<file path="config.mk">
export PLATFORM = sky130hd
export DESIGN_NAME = usb_read_sched
export DESIGN_NICKNAME = d
export VERILOG_FILES = /design/src/rtl/usb_sched_pkg.sv /design/src/rtl/sched_tmo.sv /design/src/rtl/usb_read_sched.sv
export SDC_FILE = /design/constraint.sdc
export NUM_CORES = 1
export LEC_CHECK = 0
export BUFFER_PORTS_ARGS = -buffer_cell sky130_fd_sc_hd__buf_4
export CELL_PAD_IN_SITES_DETAIL_PLACEMENT = 1
export CELL_PAD_IN_SITES_GLOBAL_PLACEMENT = 1
export CORE_MARGIN = 2
export CORE_UTILIZATION = 35
export CTS_BUF_LIST = sky130_fd_sc_hd__clkbuf_16
export DETAILED_ROUTE_END_ITERATION = 10
export PLACE_DENSITY_LB_ADDON = 0.1
export RECOVER_POWER = 100
export SLEW_MARGIN = 10
export SYNTH_ARGS = -nofsm -noshare
export SYNTH_HDL_FRONTEND = slang
export SYNTH_HIERARCHICAL = 1
export SYNTH_SLANG_ARGS = --single-unit
</file>
<file path="constraint.sdc">
create_clock -name clk -period 2.5 [get_ports clk]
set_clock_uncertainty 0.15 [all_clocks]
set_input_delay 0.75 -clock clk [delete_from_list [all_inputs] [get_ports clk]]
set_output_delay 0.75 -clock clk [all_outputs]
set_load 0.02 [all_outputs]
</file>
<file path="src/rtl/usb_sched_pkg.sv">
// usb_sched_pkg: shared state encoding and widths for the USB read scheduler
package usb_sched_pkg;
    localparam int USB_NCH = 8;
    localparam int BTYPE_W = 4;
    localparam int IDX_W = 4;
    typedef enum logic [2:0] {IDLE, SEL, REQ, REL, NEXT, DATA, DONE} state_e;
endpackage

</file>
<file path="src/rtl/sched_tmo.sv">
// sched_tmo: clearable up-counter that flags when it reaches the loaded limit
module sched_tmo #(
    parameter int TW = 13
) (
    input  logic          clk,
    input  logic          rst,
    input  logic          clr,
    input  logic          en,
    input  logic [TW-1:0] lim,
    output logic          expired
);
    logic [TW-1:0] cnt_q, cnt_d;
    always_comb cnt_d = clr ? '0 : en ? cnt_q + TW'(1) : cnt_q;
    always_ff @(posedge clk) cnt_q <= rst ? '0 : cnt_d;
    assign expired = cnt_q == lim;
endmodule

</file>
<file path="src/rtl/usb_read_sched.sv">
// usb_read_sched: sequences one read scan over the USB links then data_make; SCHED_RR_EN rotates the start channel
module usb_read_sched
    import usb_sched_pkg::*;
#(
    parameter int NCH     = USB_NCH,
    parameter int TIMEOUT = 4096,
    parameter int TW      = 13
) (
    input  logic                     clk,
    input  logic                     rst,
    input  logic                     fs,
    output logic                     fd,
    input  logic [0:NCH-1]           dev_en,
    input  logic [BTYPE_W-1:0]       btype,
    output logic [0:NCH-1]           fs_usb_read,
    input  logic [0:NCH-1]           fd_usb_read,
    output logic [0:BTYPE_W*NCH-1]   read_usb_btype,
    output logic                     fs_data,
    input  logic                     fd_data,
    output logic [IDX_W-1:0]         data_idx,
    output logic [0:NCH-1]           tout_mask,
    output logic                     busy
);
    localparam int PW = NCH > 1 ? $clog2(NCH) : 1;
    state_e state_q, state_d;
    logic [PW-1:0] ptr_q, ptr_d, ptr_inc, last, start;
    logic [0:NCH-1] en_q, en_d, tout_q, tout_d, fs_usb_q, fs_usb_d;
    logic [BTYPE_W-1:0] bt_q, bt_d;
    logic [IDX_W-1:0] idx_q, idx_d;
    logic fs_data_q, fs_data_d, fd_q, fd_d;
    logic tmo_clr, tmo_en, tmo_exp;

    sched_tmo #(.TW(TW)) u_tmo (
        .clk(clk), .rst(rst), .clr(tmo_clr), .en(tmo_en),
        .lim(TW'(TIMEOUT - 1)), .expired(tmo_exp)
    );

`ifdef SCHED_RR_EN
    logic [PW-1:0] start_q, start_d;
    assign start_d = (state_q == DATA && state_d == DONE) ?
                     (start_q == PW'(NCH - 1) ? '0 : start_q + PW'(1)) : start_q;
    always_ff @(posedge clk) start_q <= rst ? '0 : start_d;
    assign start = start_q;
`else
    assign start = '0;
`endif

    assign ptr_inc = ptr_q == PW'(NCH - 1) ? '0 : ptr_q + PW'(1);
    assign last    = start == '0 ? PW'(NCH - 1) : start - PW'(1);
    assign tmo_en  = state_q == REQ || state_q == REL;

    always_comb begin
        state_d   = state_q;
        ptr_d     = ptr_q;
        en_d      = en_q;
        bt_d      = bt_q;
        tout_d    = tout_q;
        idx_d     = idx_q;
        fs_usb_d  = '0;
        fs_data_d = fs_data_q;
        fd_d      = fd_q;
        tmo_clr   = 1'b0;
        case (state_q)
            IDLE: if (fs) begin
                en_d    = dev_en;
                bt_d    = btype;
                tout_d  = '0;
                ptr_d   = start;
                state_d = SEL;
            end
            SEL: if (en_q[ptr_q]) begin
                state_d         = REQ;
                tmo_clr         = 1'b1;
                fs_usb_d[ptr_q] = 1'b1;
            end else if (ptr_q == last) begin
                state_d   = DATA;
                fs_data_d = 1'b1;
            end else begin
                ptr_d = ptr_inc;
            end
            REQ: if (fd_usb_read[ptr_q]) begin
                state_d = REL;
                tmo_clr = 1'b1;
            end else if (tmo_exp) begin
                tout_d[ptr_q] = 1'b1;
                state_d       = NEXT;
            end else begin
                fs_usb_d = fs_usb_q;
            end
            // a responder still holding fd at expiry is flagged as timed out
            REL: if (!fd_usb_read[ptr_q] || tmo_exp) begin
                tout_d[ptr_q] = fd_usb_read[ptr_q];
                state_d       = NEXT;
            end
            NEXT: if (ptr_q == last) begin
                state_d   = DATA;
                fs_data_d = 1'b1;
            end else begin
                ptr_d   = ptr_inc;
                state_d = SEL;
            end
            DATA: if (fs_data_q) begin
                fs_data_d = !fd_data;
            end else if (!fd_data) begin
                idx_d   = idx_q + IDX_W'(1);
                fd_d    = 1'b1;
                state_d = DONE;
            end
            DONE: if (!fs) begin
                fd_d    = 1'b0;
                state_d = IDLE;
            end
            default: state_d = IDLE;
        endcase
    end

    always_ff @(posedge clk) begin
        if (rst) begin
            state_q   <= IDLE;
            ptr_q     <= '0;
            en_q      <= '0;
            bt_q      <= '0;
            tout_q    <= '0;
            idx_q     <= '0;
            fs_usb_q  <= '0;
            fs_data_q <= 1'b0;
            fd_q      <= 1'b0;
        end else begin
            state_q   <= state_d;
            ptr_q     <= ptr_d;
            en_q      <= en_d;
            bt_q      <= bt_d;
            tout_q    <= tout_d;
            idx_q     <= idx_d;
            fs_usb_q  <= fs_usb_d;
            fs_data_q <= fs_data_d;
            fd_q      <= fd_d;
        end
    end

    assign fd             = fd_q;
    assign fs_usb_read    = fs_usb_q;
    assign read_usb_btype = {NCH{bt_q}};
    assign fs_data        = fs_data_q;
    assign data_idx       = idx_q;
    assign tout_mask      = tout_q;
    assign busy           = state_q != IDLE;
endmodule

</file>
==> flow_metrics.env <==
export IMPL_status="complete, no violations"
export IMPL_postRouteAntennaNets=0
export IMPL_drc=0
export IMPL_dr_total_vias=2834
export IMPL_ys_types=60
export IMPL_multiInputGateArea_um2=1770
export IMPL_cts_sinks=53
export IMPL_netlist_area_um2=3090
export IMPL_port_buffers=78
export IMPL_cts_setup_buffers=0
export IMPL_arrival_ns=2.49
export IMPL_clk_latency_ns=0.29
export IMPL_ys_warn_count=6
export IMPL_grt_pass1_vias=2866
export IMPL_track_usage_pct=17.4
export IMPL_total_power_mw=3.11
export IMPL_cp_end_kind="flip-flop"
export IMPL_powerDensity_nw_per_um2=820
export IMPL_cap_violations=0
export IMPL_clkSlewWorstSetupHoldPaths_ns=0.07
export IMPL_setup_ws_ns=0.0375
export IMPL_fin_crit_sh_pct=98.5
export IMPL_wirelength_mm=8.33
export IMPL_cts_buffers=5
export IMPL_critical_path_class="input port to flip-flop"
export IMPL_grt_overflow=0
export IMPL_vdd_ir_drop_max_uv=372
export IMPL_hpwl_mm=6.35
export IMPL_die_h_um=97.9
export IMPL_tritoncts="yes"
export IMPL_required_ns=2.53
export IMPL_wl_per_cell_um=14.7
export IMPL_design_area_um2=3790
export IMPL_synth_area_leaders="dfxtp_1 (34%), nand2_1 (7.4%), buf_4 (6.8%)"
export IMPL_synth_edf_count=0
export IMPL_io_pins=79
export IMPL_rsz0062_at_grt="yes"
export IMPL_max_slew_margin_pct=47.0
export IMPL_synth_most_common_cell="nand2_1"
export IMPL_area_growth_pct=22.7
export IMPL_clk_path_buf_depth=2
export IMPL_core_um2=8640
export IMPL_slew_viol_final=0
export IMPL_p_leak_nw=1.46
export IMPL_cts_hold_buf=0
export IMPL_whs_ns=0.306
export IMPL_die_w_um=97.9
export IMPL_async_reset_ff_share_pct=0
export IMPL_yosysSeqAreaShare_pct=34.4
export IMPL_viasPerCell=5.01
export IMPL_fill_cells=1115
export IMPL_place_area_um2=3820
export IMPL_finalCoreUtilization_pct=43.9
export IMPL_diodes=0
export IMPL_yosysTopAreaCellShare_pct=34.4
export IMPL_cp_max_fo=7
export IMPL_syn_avg_cell_area_um2=8.16
export IMPL_seq_area_um2=1060
export IMPL_initial_core_util_pct=35.7
export IMPL_grt_pass1_wl_mm=14.0
export IMPL_synth_largest_area_cell="dfxtp_1"
export IMPL_antenna_found_initial=0
export IMPL_yosys_top_cells_count="nand2_1 (61), dfxtp_1 (53), a21oi_1 (29)"
export IMPL_ys_ff_latch=53
export IMPL_start_kind="input port"
export IMPL_stdcell_count=566
export IMPL_dp_slack_ns=-0.283
export IMPL_first_pass_iters=4
export IMPL_finalSetupViolCount=0
export IMPL_finalNetCount=486
export IMPL_synth_cells=378
export IMPL_worst_slew_pin_slew_ns=0.784
export IMPL_fp_row_count=34
export IMPL_gp_congestion=0.814
export IMPL_period_needed_ns=2.46
export IMPL_first_iter_violations=82
export IMPL_cts_max_level=2
export IMPL_dp_cells=559
export IMPL_synthFlopType="dfxtp_1"
export IMPL_drive_above_1_share_pct=19.2
export IMPL_finalSetupTns_ns=0
export IMPL_fmax_ghz=0.406
export IMPL_dieArea_um2=9580
export IMPL_hold_path_class="flip-flop to flip-flop"
export IMPL_grt_max_degree=22
export IMPL_cts_root_buffer="clkbuf_16"
export IMPL_final_hold_violation_count=0
-- power by group --
part	leakage, nW	switching, mW	total, mW	internal [mW]
sequential	0.430	0.112	1.04	0.927
combinational	0.962	0.869	1.41	0.539
clock	0.0685	0.300	0.660	0.359
-- path summary, 6_finish.rpt --
path	start	end	slack, ns	depth (start not counted)
setup / recovery	fd_usb_read[1]	tout_mask[4]	0.04	6
setup reg to reg	u_tmo/cnt_q[9]	tout_mask[4]	0.11	9
hold reg to reg	en_q[3]	en_q[3]	0.31	2
hold / removal	en_q[3]	en_q[3]	0.31	2
-- cell families (layout without fill, tap and decap cells) --
group,count (synthesis),in the layout,synth area share (%)
other cells,2,13,0.243
xor+xnor,29,29,8.23
mux,13,13,5.84
flops,53,53,34.4
compound gates,72,72,15.1
buf+inv,63,132,11.7
fa+ha+maj,4,4,1.62
simple gates,142,142,22.9
-- critical path, cell delays in order --
cell and delay (ns):
buf_4 0.11, mux4_1 0.50, mux2_4 0.35, a2111o_1 0.53
a21oi_1 0.17, o21ai_0 0.08
-- final cells by class --
cell class | instances | share of cell area [%]
clock inverter | 2 | 0.198
inverter | 11 | 1.09
tap | 108 | 3.57
clock buffer | 5 | 3.30
multi-input combinational | 273 | 46.7
timing repair buffer | 114 | 17.0
sequential | 53 | 28.1
-- layer usage --
layer | track usage (%) | up-vias | routed length, um
li1 | - | 1426 | -
met1 | 23.6 | 1343 | 3950
met2 | 29.5 | 61 | 3980
met3 | 2.86 | 4 | 343
met4 | 3.53 | 0 | 56
met5 | 0 | - | 0
-- sequential cells by signal, summed over array words and instances (netlist names) --
| register | flops |
|---|---|
| state_q | 3 |
| data_idx | 4 |
| en_q | 8 |
| fs_usb_read | 8 |
| fs_data | 1 |
| ptr_q | 3 |
| tout_mask | 8 |
| fd | 1 |
| u_tmo/cnt_q | 13 |
| bt_q | 4 |
-- cells in the final DEF, fill, tap and decap left out, drive strengths merged, types with 2 or more instances in the layout --
| cell | n |
|---|---|
| a41oi | 4 |
| nand3 | 8 |
| dfxtp | 53 |
| a21oi | 29 |
| mux4 | 2 |
| nor4 | 8 |
| and3 | 3 |
| xor2 | 12 |
| nor2b | 2 |
| and2b | 2 |
| nand2 | 61 |
| nor2 | 25 |
| buf | 58 |
| a211oi | 6 |
| and2 | 3 |
| mux2i | 7 |
| conb | 13 |
| o32ai | 2 |
| inv | 12 |
| o21ai | 13 |
| nand2b | 3 |
| xnor2 | 17 |
| o211a | 2 |
| nor3 | 7 |
| nand4 | 14 |
| clkbuf | 61 |
| a32oi | 3 |
| ha | 4 |
| mux2 | 4 |
-- what timing repair did --
item                       in CTS  in global routing
pin swaps                       3                  2
setup endpoints to repair       9                 26
gates resized for setup         2                 14
Note: power is estimated with default switching activity, not from simulation.
